$ cat src/rtl/ex_muldiv_seq.sv
// rtl/ex_muldiv_seq.sv - iterative RV32M multiply/divide sequencer for the execute stage
//
// Purpose: accepts one M-extension op, runs a radix-2 shift-add multiply or
// restoring divide over XLEN cycles, stalls the pipeline through busy and
// returns one XLEN-bit result with a single-cycle resp_valid strobe.
//
// Ports:
//   clk         in   1     system clock, rising edge
//   rst         in   1     asynchronous active-low reset
//   req_valid   in   1     EX holds a valid M-op
//   req_ready   out  1     sequencer idle and able to accept
//   req_fun_3   in   3     0 MUL,1 MULH,2 MULHSU,3 MULHU,4 DIV,5 DIVU,6 REM,7 REMU
//   req_op1     in   XLEN  rs1 (multiplicand / dividend)
//   req_op2     in   XLEN  rs2 (multiplier / divisor)
//   flush       in   1     synchronous kill, returns to IDLE
//   busy        out  1     pipeline stall request
//   resp_valid  out  1     one-cycle result strobe
//   resp_data   out  XLEN  result, held until the next strobe

module ex_muldiv_seq #(
  parameter int XLEN = 32
) (
  input  logic            clk,
  input  logic            rst,
  input  logic            req_valid,
  output logic            req_ready,
  input  logic [2:0]      req_fun_3,
  input  logic [XLEN-1:0] req_op1,
  input  logic [XLEN-1:0] req_op2,
  input  logic            flush,
  output logic            busy,
  output logic            resp_valid,
  output logic [XLEN-1:0] resp_data
);

  localparam int CW = $clog2(XLEN);

  localparam logic [1:0] S_IDLE = 2'd0;
  localparam logic [1:0] S_CALC = 2'd1;
  localparam logic [1:0] S_FIX  = 2'd2;
  localparam logic [1:0] S_DONE = 2'd3;

  localparam logic [XLEN-1:0] MIN_NEG = {1'b1, {(XLEN-1){1'b0}}};
  localparam logic [XLEN-1:0] ALL_ONE = {XLEN{1'b1}};

  logic [1:0]        r_state;
  logic [CW-1:0]     r_cnt;
  logic [2:0]        r_fun_3;
  logic              r_neg_res;   // product / quotient must be negated
  logic              r_neg_rem;   // remainder takes the dividend sign
  logic [2*XLEN-1:0] r_acc;       // mul: {hi, multiplier/lo}; div: {rem, dividend/quot}
  logic [XLEN-1:0]   r_opb;       // multiplicand or divisor magnitude
  logic [XLEN-1:0]   r_result;
  logic [XLEN-1:0]   r_resp_data;

  logic              w_accept;
  logic              w_sgn1;
  logic              w_sgn2;
  logic              w_neg1;
  logic              w_neg2;
  logic [XLEN-1:0]   w_mag1;
  logic [XLEN-1:0]   w_mag2;
  logic              w_div0;
  logic              w_ovf;
  logic [XLEN-1:0]   w_spec_res;
  logic [XLEN:0]     w_mul_sum;
  logic [2*XLEN-1:0] w_mul_next;
  logic [XLEN:0]     w_rem_sh;
  logic [XLEN:0]     w_diff;
  logic [2*XLEN-1:0] w_div_next;
  logic [2*XLEN-1:0] w_prod;
  logic [XLEN-1:0]   w_quot;
  logic [XLEN-1:0]   w_rem;
  logic [XLEN-1:0]   w_fix_res;

  assign req_ready  = (r_state == S_IDLE);
  assign busy       = (r_state != S_IDLE);
  // A flush landing in DONE suppresses the strobe in the same cycle.
  assign resp_valid = (r_state == S_DONE) && !flush;
  assign resp_data  = resp_valid ? r_result : r_resp_data;

  assign w_accept = req_valid && req_ready && !flush;

  always_comb begin
    w_sgn1 = 1'b0;
    w_sgn2 = 1'b0;
    case (req_fun_3)
      3'd0, 3'd1, 3'd4, 3'd6: begin
        w_sgn1 = 1'b1;
        w_sgn2 = 1'b1;
      end
      3'd2:    w_sgn1 = 1'b1;
      default: ;
    endcase
  end

  assign w_neg1 = w_sgn1 && req_op1[XLEN-1];
  assign w_neg2 = w_sgn2 && req_op2[XLEN-1];
  // Negating MIN_NEG yields MIN_NEG, which is exactly the unsigned magnitude 2^(XLEN-1).
  assign w_mag1 = w_neg1 ? -req_op1 : req_op1;
  assign w_mag2 = w_neg2 ? -req_op2 : req_op2;

  assign w_div0 = req_fun_3[2] && (req_op2 == '0);
  assign w_ovf  = req_fun_3[2] && !req_fun_3[0] &&
                  (req_op1 == MIN_NEG) && (req_op2 == ALL_ONE);

  always_comb begin
    w_spec_res = '0;
    if (w_div0)
      w_spec_res = req_fun_3[1] ? req_op1 : ALL_ONE;
    else if (w_ovf)
      w_spec_res = req_fun_3[1] ? '0 : MIN_NEG;
  end

  // Shift-add step: add multiplicand into the high half when the current
  // multiplier bit is set, then shift the whole accumulator right by one.
  assign w_mul_sum  = {1'b0, r_acc[2*XLEN-1:XLEN]} + (r_acc[0] ? {1'b0, r_opb} : '0);
  assign w_mul_next = {w_mul_sum, r_acc[XLEN-1:1]};

  // Restoring step: shift in the next dividend bit, trial-subtract the divisor,
  // keep the difference only when it did not go negative.
  assign w_rem_sh   = {r_acc[2*XLEN-1:XLEN], r_acc[XLEN-1]};
  assign w_diff     = w_rem_sh - {1'b0, r_opb};
  assign w_div_next = w_diff[XLEN] ? {w_rem_sh[XLEN-1:0], r_acc[XLEN-2:0], 1'b0}
                                   : {w_diff[XLEN-1:0],   r_acc[XLEN-2:0], 1'b1};

  assign w_prod = r_neg_res ? -r_acc : r_acc;
  assign w_quot = r_acc[XLEN-1:0];
  assign w_rem  = r_acc[2*XLEN-1:XLEN];

  always_comb begin
    w_fix_res = '0;
    if (!r_fun_3[2])
      w_fix_res = (r_fun_3[1:0] == 2'd0) ? w_prod[XLEN-1:0] : w_prod[2*XLEN-1:XLEN];
    else if (r_fun_3[1])
      w_fix_res = r_neg_rem ? -w_rem : w_rem;
    else
      w_fix_res = r_neg_res ? -w_quot : w_quot;
  end

  always_ff @(posedge clk or negedge rst) begin
    if (!rst) begin
      r_state     <= S_IDLE;
      r_cnt       <= '0;
      r_fun_3     <= '0;
      r_neg_res   <= 1'b0;
      r_neg_rem   <= 1'b0;
      r_acc       <= '0;
      r_opb       <= '0;
      r_result    <= '0;
      r_resp_data <= '0;
    end else if (flush) begin
      r_state <= S_IDLE;
      r_cnt   <= '0;
    end else begin
      case (r_state)
        S_IDLE: begin
          if (w_accept) begin
            r_fun_3   <= req_fun_3;
            r_neg_res <= w_neg1 ^ w_neg2;
            r_neg_rem <= w_neg1;
            if (req_fun_3[2]) begin
              r_acc <= {{XLEN{1'b0}}, w_mag1};
              r_opb <= w_mag2;
            end else begin
              r_acc <= {{XLEN{1'b0}}, w_mag2};
              r_opb <= w_mag1;
            end
            if (w_div0 || w_ovf) begin
              r_result <= w_spec_res;
              r_state  <= S_DONE;
            end else begin
              r_cnt   <= CW'(XLEN - 1);
              r_state <= S_CALC;
            end
          end
        end
        S_CALC: begin
          r_acc <= r_fun_3[2] ? w_div_next : w_mul_next;
          if (r_cnt == '0)
            r_state <= S_FIX;
          else
            r_cnt <= r_cnt - 1'b1;
        end
        S_FIX: begin
          r_result <= w_fix_res;
          r_state  <= S_DONE;
        end
        default: begin
          r_resp_data <= r_result;
          r_state     <= S_IDLE;
        end
      endcase
    end
  end

endmodule

$ cat config.mk
export PLATFORM = sky130hd
export DESIGN_NAME = ex_muldiv_seq
export DESIGN_NICKNAME = d
export VERILOG_FILES = /design/src/rtl/ex_muldiv_seq.sv
export SDC_FILE = /design/constraint.sdc
export NUM_CORES = 1
export LEC_CHECK = 0
export BUFFER_PORTS_ARGS = -buffer_cell sky130_fd_sc_hd__buf_4
export CORE_ASPECT_RATIO = 1.25
export CORE_MARGIN = 3
export CORE_UTILIZATION = 35
export DETAILED_ROUTE_END_ITERATION = 10
export SLEW_MARGIN = 20
export SYNTH_ARGS = -nofsm -noshare
export SYNTH_HDL_FRONTEND = slang
export SYNTH_SLANG_ARGS = --single-unit
$ cat constraint.sdc
create_clock -name clk -period 6.65 [get_ports clk]
set_input_delay 0.665 -clock clk [delete_from_list [all_inputs] [get_ports clk]]
set_output_delay 0.665 -clock clk [all_outputs]
set_load 0.01 [all_outputs]
== After elaboration in Yosys (flattened, before gate mapping) ==
Index checks and enable logic that the tools add are counted.
Widths: inputs -> output; s select.

* Input bits: 71
* Memory bits (read-only): 0
* Output and inout bits: 35
* RAM bits: 0
* Memories kept: 0
* Latch bits: 0
* Bits in registers: 172
* Word-level logic and storage cells: 100

* Equal/unequal tests: 15
* Shift operators: 0
* Muxes and demuxes: 35
* Reduce and logical (&&, ||, !) cells: 30
* Bitwise logic cells: 3
* Order comparisons: 0
* Add/subtract/negate cells: 8
* Divide/modulo/power cells: 0
* $mul: 0

{| class="wikitable"
|+ Operators with widths
! kind !! number
|-
| $mux 32 || 17
|-
| $mux 64 || 4
|-
| $neg 32->32 || 4
|-
| $pmux 64 s2 || 1
|-
| $eq 32x32->1 const B || 2
|-
| $neg 64->64 || 1
|-
| $pmux 32 s2 || 1
|-
| $add 32x32->33 || 1
|-
| $sub 33x32->33 || 1
|-
| $logic_not 32->1 || 1
|-
| $mux 5 || 4
|-
| $pmux 5 s2 || 1
|-
| $logic_and 1x1->1 || 9
|-
| $ne 3x3->1 const B || 3
|-
| $mux 2 || 4
|-
| $reduce_and 4->1 || 2
|-
| $eq 3x3->1 const B || 2
|-
| $pmux 2 s3 || 1
|-
| $reduce_and 3->1 || 2
|-
| $reduce_bool 2->1 || 3
|-
| $logic_not 5->1 || 1
|-
| $reduce_or 5->1 || 1
|-
| $sub 5x1->5 const B || 1
|-
| $eq 2x2->1 const B || 2
|-
| 16 further kinds || 22
|}

== Logic depth before layout (Yosys ltp) ==
* Word-level depth: 9
* Mapped depth: 14
* Mapped depth without buffers: 13

== Worst setup path after synthesis ==
No wires, ideal clock.

* Kind: input -> register
* From: input req_op1[5]
* To: register r_acc[29]
* Required time: 6.573 ns
* Stages on the path: 9
* Buffers on the path: 0
* Setup time: 0.077 ns
* Path slack: 3.355 ns
* Data arrival time: 3.218 ns
* Cells stage by stage: or4_1 > or4_1 > or4_1 > nor3_1 > a21oi_1 > xnor2_1 > a211oi_1 > a21oi_1 > o21ai_1

* Word-level cells in the longest chain between the ends: 5

{| class="wikitable"
|+ Ends and longest elaborated chain
! what !! line !! RTL
|-
| start, declared || 28 || <nowiki>input logic [XLEN-1:0] req_op1,</nowiki>
|-
| $neg 32->32 || 100 || <nowiki>assign w_mag1 = w_neg1 ? -req_op1 : req_op1;</nowiki>
|-
| $mux 32 || 100 ||
|-
| $mux 32 || 162 || <nowiki>if (req_fun_3[2]) begin</nowiki>
|-
| $mux 64 || 158 || <nowiki>if (w_accept) begin</nowiki>
|-
| $pmux 64 s2 || 156 || <nowiki>case (r_state)</nowiki>
|-
| end signal, assigned || 163 || <nowiki>r_acc <= {{XLEN{1'b0}}, w_mag1};</nowiki>
|-
| end signal, assigned || 166 || <nowiki>r_acc <= {{XLEN{1'b0}}, w_mag2};</nowiki>
|-
| end signal, assigned || 179 || <nowiki>r_acc <= r_fun_3[2] ? w_div_next : w_mul_next;</nowiki>
|-
| end, declared || 51 || <nowiki>logic [2*XLEN-1:0] r_acc;</nowiki>
|}

No other way between the ends. The select of a mux whose other input is x is not followed.
A chain may end at the register's enable or synchronous reset.

== Worst setup path after layout ==
* From: register r_acc[31]
* To: register r_acc[56]

* Word-level cells in the longest chain between the ends: 4

{| class="wikitable"
|+ Ends and longest elaborated chain
! what !! line !! RTL
|-
| $sub 33x32->33 || 123 || <nowiki>assign w_diff = w_rem_sh - {1'b0, r_opb};</nowiki>
|-
| $mux 64 || 124 || <nowiki>assign w_div_next = w_diff[XLEN] ? {w_rem_sh[XLEN-1:0], r_acc[XLEN-2:0], 1'b0}</nowiki>
|-
| $mux 64 || 179 ||
|-
| $pmux 64 s2 || 156 ||
|}

No other way between the ends.

==> summary.md <==
| Metric | Value |
|---|---|
| Overall power | `9410 uW` |
| Via density | `6.00` |
| Largest net degree at the start of global routing | `119` |
| Sink Count | `172` |
| Antenna violations before repair | `0` |
| Crit path max fanout | `18` |
| Seq cells post-synth | `172` |
| Unrepaired setup endpoints after global routing | `false` |
| Hold/Removal Path Class | `input port to async pin` |
| Worst vdd ir | `261 uV` |
| Final-report max-slew violation count | `0` |
| Layout cell share with drive strength beyond 1 | `0.132` |
| Setup crit start | `r_acc[31]$_DFFE_PN0P_` |
| Grt total ovfl | `0` |
| # nets final | `2291` |
| CTS tree | `done` |
| Area of the multi-input gates | `0.0113 sq mm` |
| Number of global-route vias before repair | `16.0k` |
| Hold_buf cts | `0` |
| DIE WIDTH | `200 microns` |
| # port buffers | `105` |
| Drt drc | `0` |
| Crit share post-route | `0.660` |
| Avg Synthesized Cell Area | `7.73 sq um` |
| Number of synthesized flops with an enable pin | `0` |
| Max-cap violations | `0` |
| Switch Pwr | `5060 uW` |
| Inserted Clock Buffers | `17` |
| Avg WL per Cell | `23.6 microns` |
| Critical path class | `flip-flop to flip-flop` |
| Total iterations of the first detailed-routing run | `5` |
| Leak pwr | `0.00797 uW` |
| Register area share after synthesis | `0.260` |
| Min Tclk post-route | `4.39 ns` |
| Clk_lat worst skew | `0.46 ns` |
| Global-route wire length before repair | `98.9 mm` |
| Total Routing Usage GR | `0.253` |
| Switch share | `0.537` |
| Worst-Margin Slew | `1.08 ns` |
| FFs w/ async S/R, synth | `1.00` |
| Sum Neg Setup Slack | `0 ns` |
| PD cells | `511 mW/mm^2` |
| Part of the power in registers | `0.213` |
| Comb pwr share | `0.673` |
| Fill cells | `4832` |
| # setup viols final | `0` |
| Reg2reg end | `r_acc[56]$_DFFE_PN0P_` |
| Worst R2R Start | `r_acc[31]$_DFFE_PN0P_` |
| Starting utilization of the core area | `0.356` |
| Type of origin of the critical path | `flip-flop` |
| Ys Warns | `0` |
| Vias | `16.7k` |
| Final ANT Viol Nets | `0` |
| CTS Root Cell | `clkbuf_16` |
| Die area | `0.0499 sq mm` |
| Skew final | `0.0194 ns` |
| Core area | `0.0465 sq mm` |
| Main synth FF type | `dfrtp_1` |
| Final Hold Fails | `0` |
| # IOs | `106` |
| Post-synthesis cell count | `2138` |
| Upper clock frequency limit | `228 MHz` |
| Nature of the critical path endpoint | `flip-flop` |
| H-Tree Depth | `4` |
| Distinct cells, synth | `82` |
| Max Buffers Root-to-Sink | `2` |
| Rows | `88` |
| Iteration-0 DRC Markers | `1558` |
| CP arrival | `4.70 ns` |
| FF/Latch Area | `0.00431 sq mm` |
| Area of the mapped netlist | `0.0165 sq mm` |
| Rel. slew slack | `0.275` |
| Placed cell count | `2753` |
| Cell depth of the worst flop-to-flop path | `13` |
| Area Growth Syn to Fin | `11.3%` |
| Data required, critical path | `6.96 ns` |
| CTS resizes | `0` |
| Clock-pin slew on the worst setup and hold paths | `0.08 ns` |
| Die Ht | `249 microns` |
| Status | `complete, no violations` |
| Internal | `4350 uW` |
| Routability cong. | `0.968` |
| Final WL | `65.6 mm` |
| Flop2flop setup slack | `2.26 ns` |
| Post-DP HPWL | `50.7 mm` |
| Non-Filler Instances | `2786` |
| Clock power frac | `0.114` |
| Mapped Nets | `2287` |
| Post-CTS setup buffer count | `0` |
==> metrics by stage <==
step | hold slack (ns) | instance area (sq um) | util | setup WS (ns)
global route | 0.180 | 18400 | 0.396 | 2.06
floorplan | 0.369 | 16500 | - | 3.36
detailed placement | 0.470 | 17800 | 0.383 | 2.32
finish | 0.151 | 18400 | 0.396 | 2.26
CTS | 0.174 | 18400 | 0.396 | 2.31
global placement | 0.463 | 17800 | 0.383 | 2.37
==> cells in the mapped netlist (all sizes together) (20+ instances only) <==
cell | instances | area, sq um
clkbuf | 141 | 531
nand3 | 36 | 180
xnor2 | 90 | 788
nor2 | 162 | 608
nand2b | 25 | 156
mux2i | 26 | 260
o41ai | 20 | 183
mux2 | 63 | 709
o31ai | 42 | 357
or3 | 24 | 155
ha | 76 | 951
nand2 | 232 | 873
a21oi | 185 | 926
or4 | 31 | 259
a21o | 36 | 272
inv | 83 | 312
o21ai | 237 | 1190
a211oi | 47 | 358
xor2 | 101 | 885
a31oi | 26 | 163
nor3 | 29 | 145
dfrtp | 172 | 4300
==> final cells by class <==
type / instances / area share
Antenna cell: 1 / 0.000136
Clock buffer: 17 / 0.0231
Clock inverter: 15 / 0.0104
Inverter: 85 / 0.0173
Multi-Input combinational cell: 1728 / 0.616
Sequential cell: 172 / 0.234
Tap cell: 630 / 0.0428
Timing Repair Buffer: 138 / 0.0565
==> worst max-delay path by stage <==
| stage | endpoint | cells past startpoint |
|---|---|---|
| floorplan | r_acc[29]$_DFFE_PN0P_ | 9 |
| global placement | r_acc[40]$_DFFE_PN0P_ | 13 |
| detailed placement | r_result[31]$_DFFE_PN0P_ | 9 |
| CTS | r_acc[56]$_DFFE_PN0P_ | 13 |
| global route | r_acc[56]$_DFFE_PN0P_ | 13 |
| finish | r_acc[56]$_DFFE_PN0P_ | 13 |
==> cell families after synthesis <==
logic type / share of synthesized area
compound gates: 0.272
xor+xnor: 0.101
fa+ha+maj: 0.0599
buf+inv: 0.0559
flops: 0.260
mux: 0.0586
simple gates: 0.192
==> per-layer routing <==
layer / global-route usage / up-vias / routed length [microns]
li1: - / 7754 / -
met1: 0.324 / 8146 / 27200
met2: 0.419 / 666 / 30900
met3: 0.0369 / 148 / 4040
met4: 0.127 / 0 / 3570
met5: 0 / - / 0
==> worst max-delay path: stages (launching register included) <==
cell and delay (ns):
dfrtp_1 0.42, inv_1 0.14, ha_1 0.25, fa_1 0.38, nand2b_1 0.19, a21oi_1 0.19, o21ai_0 0.11, buf_4 0.16
o21ai_1 0.37, a21bo_2 0.23, mux2_2 0.51, nand2_1 0.85, mux2i_1 0.29, o221ai_1 0.13
==> power groups by stage <==
stage | combinational [uW] | clock (uW) | sequential [uW]
after floorplan | 4620 | 0 | 1690
after global placement | 6170 | 0 | 1990
after detailed placement | 6200 | 0 | 2000
after CTS | 6230 | 1090 | 1980
after global routing | 6910 | 1130 | 2050
final | 6330 | 1070 | 2010
==> placed cells by master, fill, tap and decap left out, types with 10 or more instances in the layout <==
cell type / instances
a221oi_1: 12
o41ai_1: 19
ha_1: 75
a21oi_1: 184
or3_1: 23
inv_1: 82
a21o_1: 35
nor3_1: 29
a22oi_1: 16
or2_2: 15
nor2_1: 161
mux2_2: 63
o221ai_1: 10
o211ai_1: 14
a31oi_1: 26
buf_4: 137
nand2_1: 230
dfrtp_1: 170
nand3_1: 35
o21bai_1: 10
clkbuf_16: 17
mux2i_1: 26
or4_1: 24
nand2b_1: 25
and3_1: 14
nand4_1: 19
o21ai_0: 231
and2_1: 13
o22ai_1: 15
xnor2_1: 90
a211oi_1: 46
xor2_1: 101
o31ai_1: 39
==> state kept, by name, summed over array words and instances (netlist names) <==
register and cells:
r_neg_rem 1, r_neg_res 1, r_state 2, r_result 32
r_opb 32, r_acc 64, r_fun_3 3, r_resp_data 32
r_cnt 5
(Power assumes the default switching activity.)
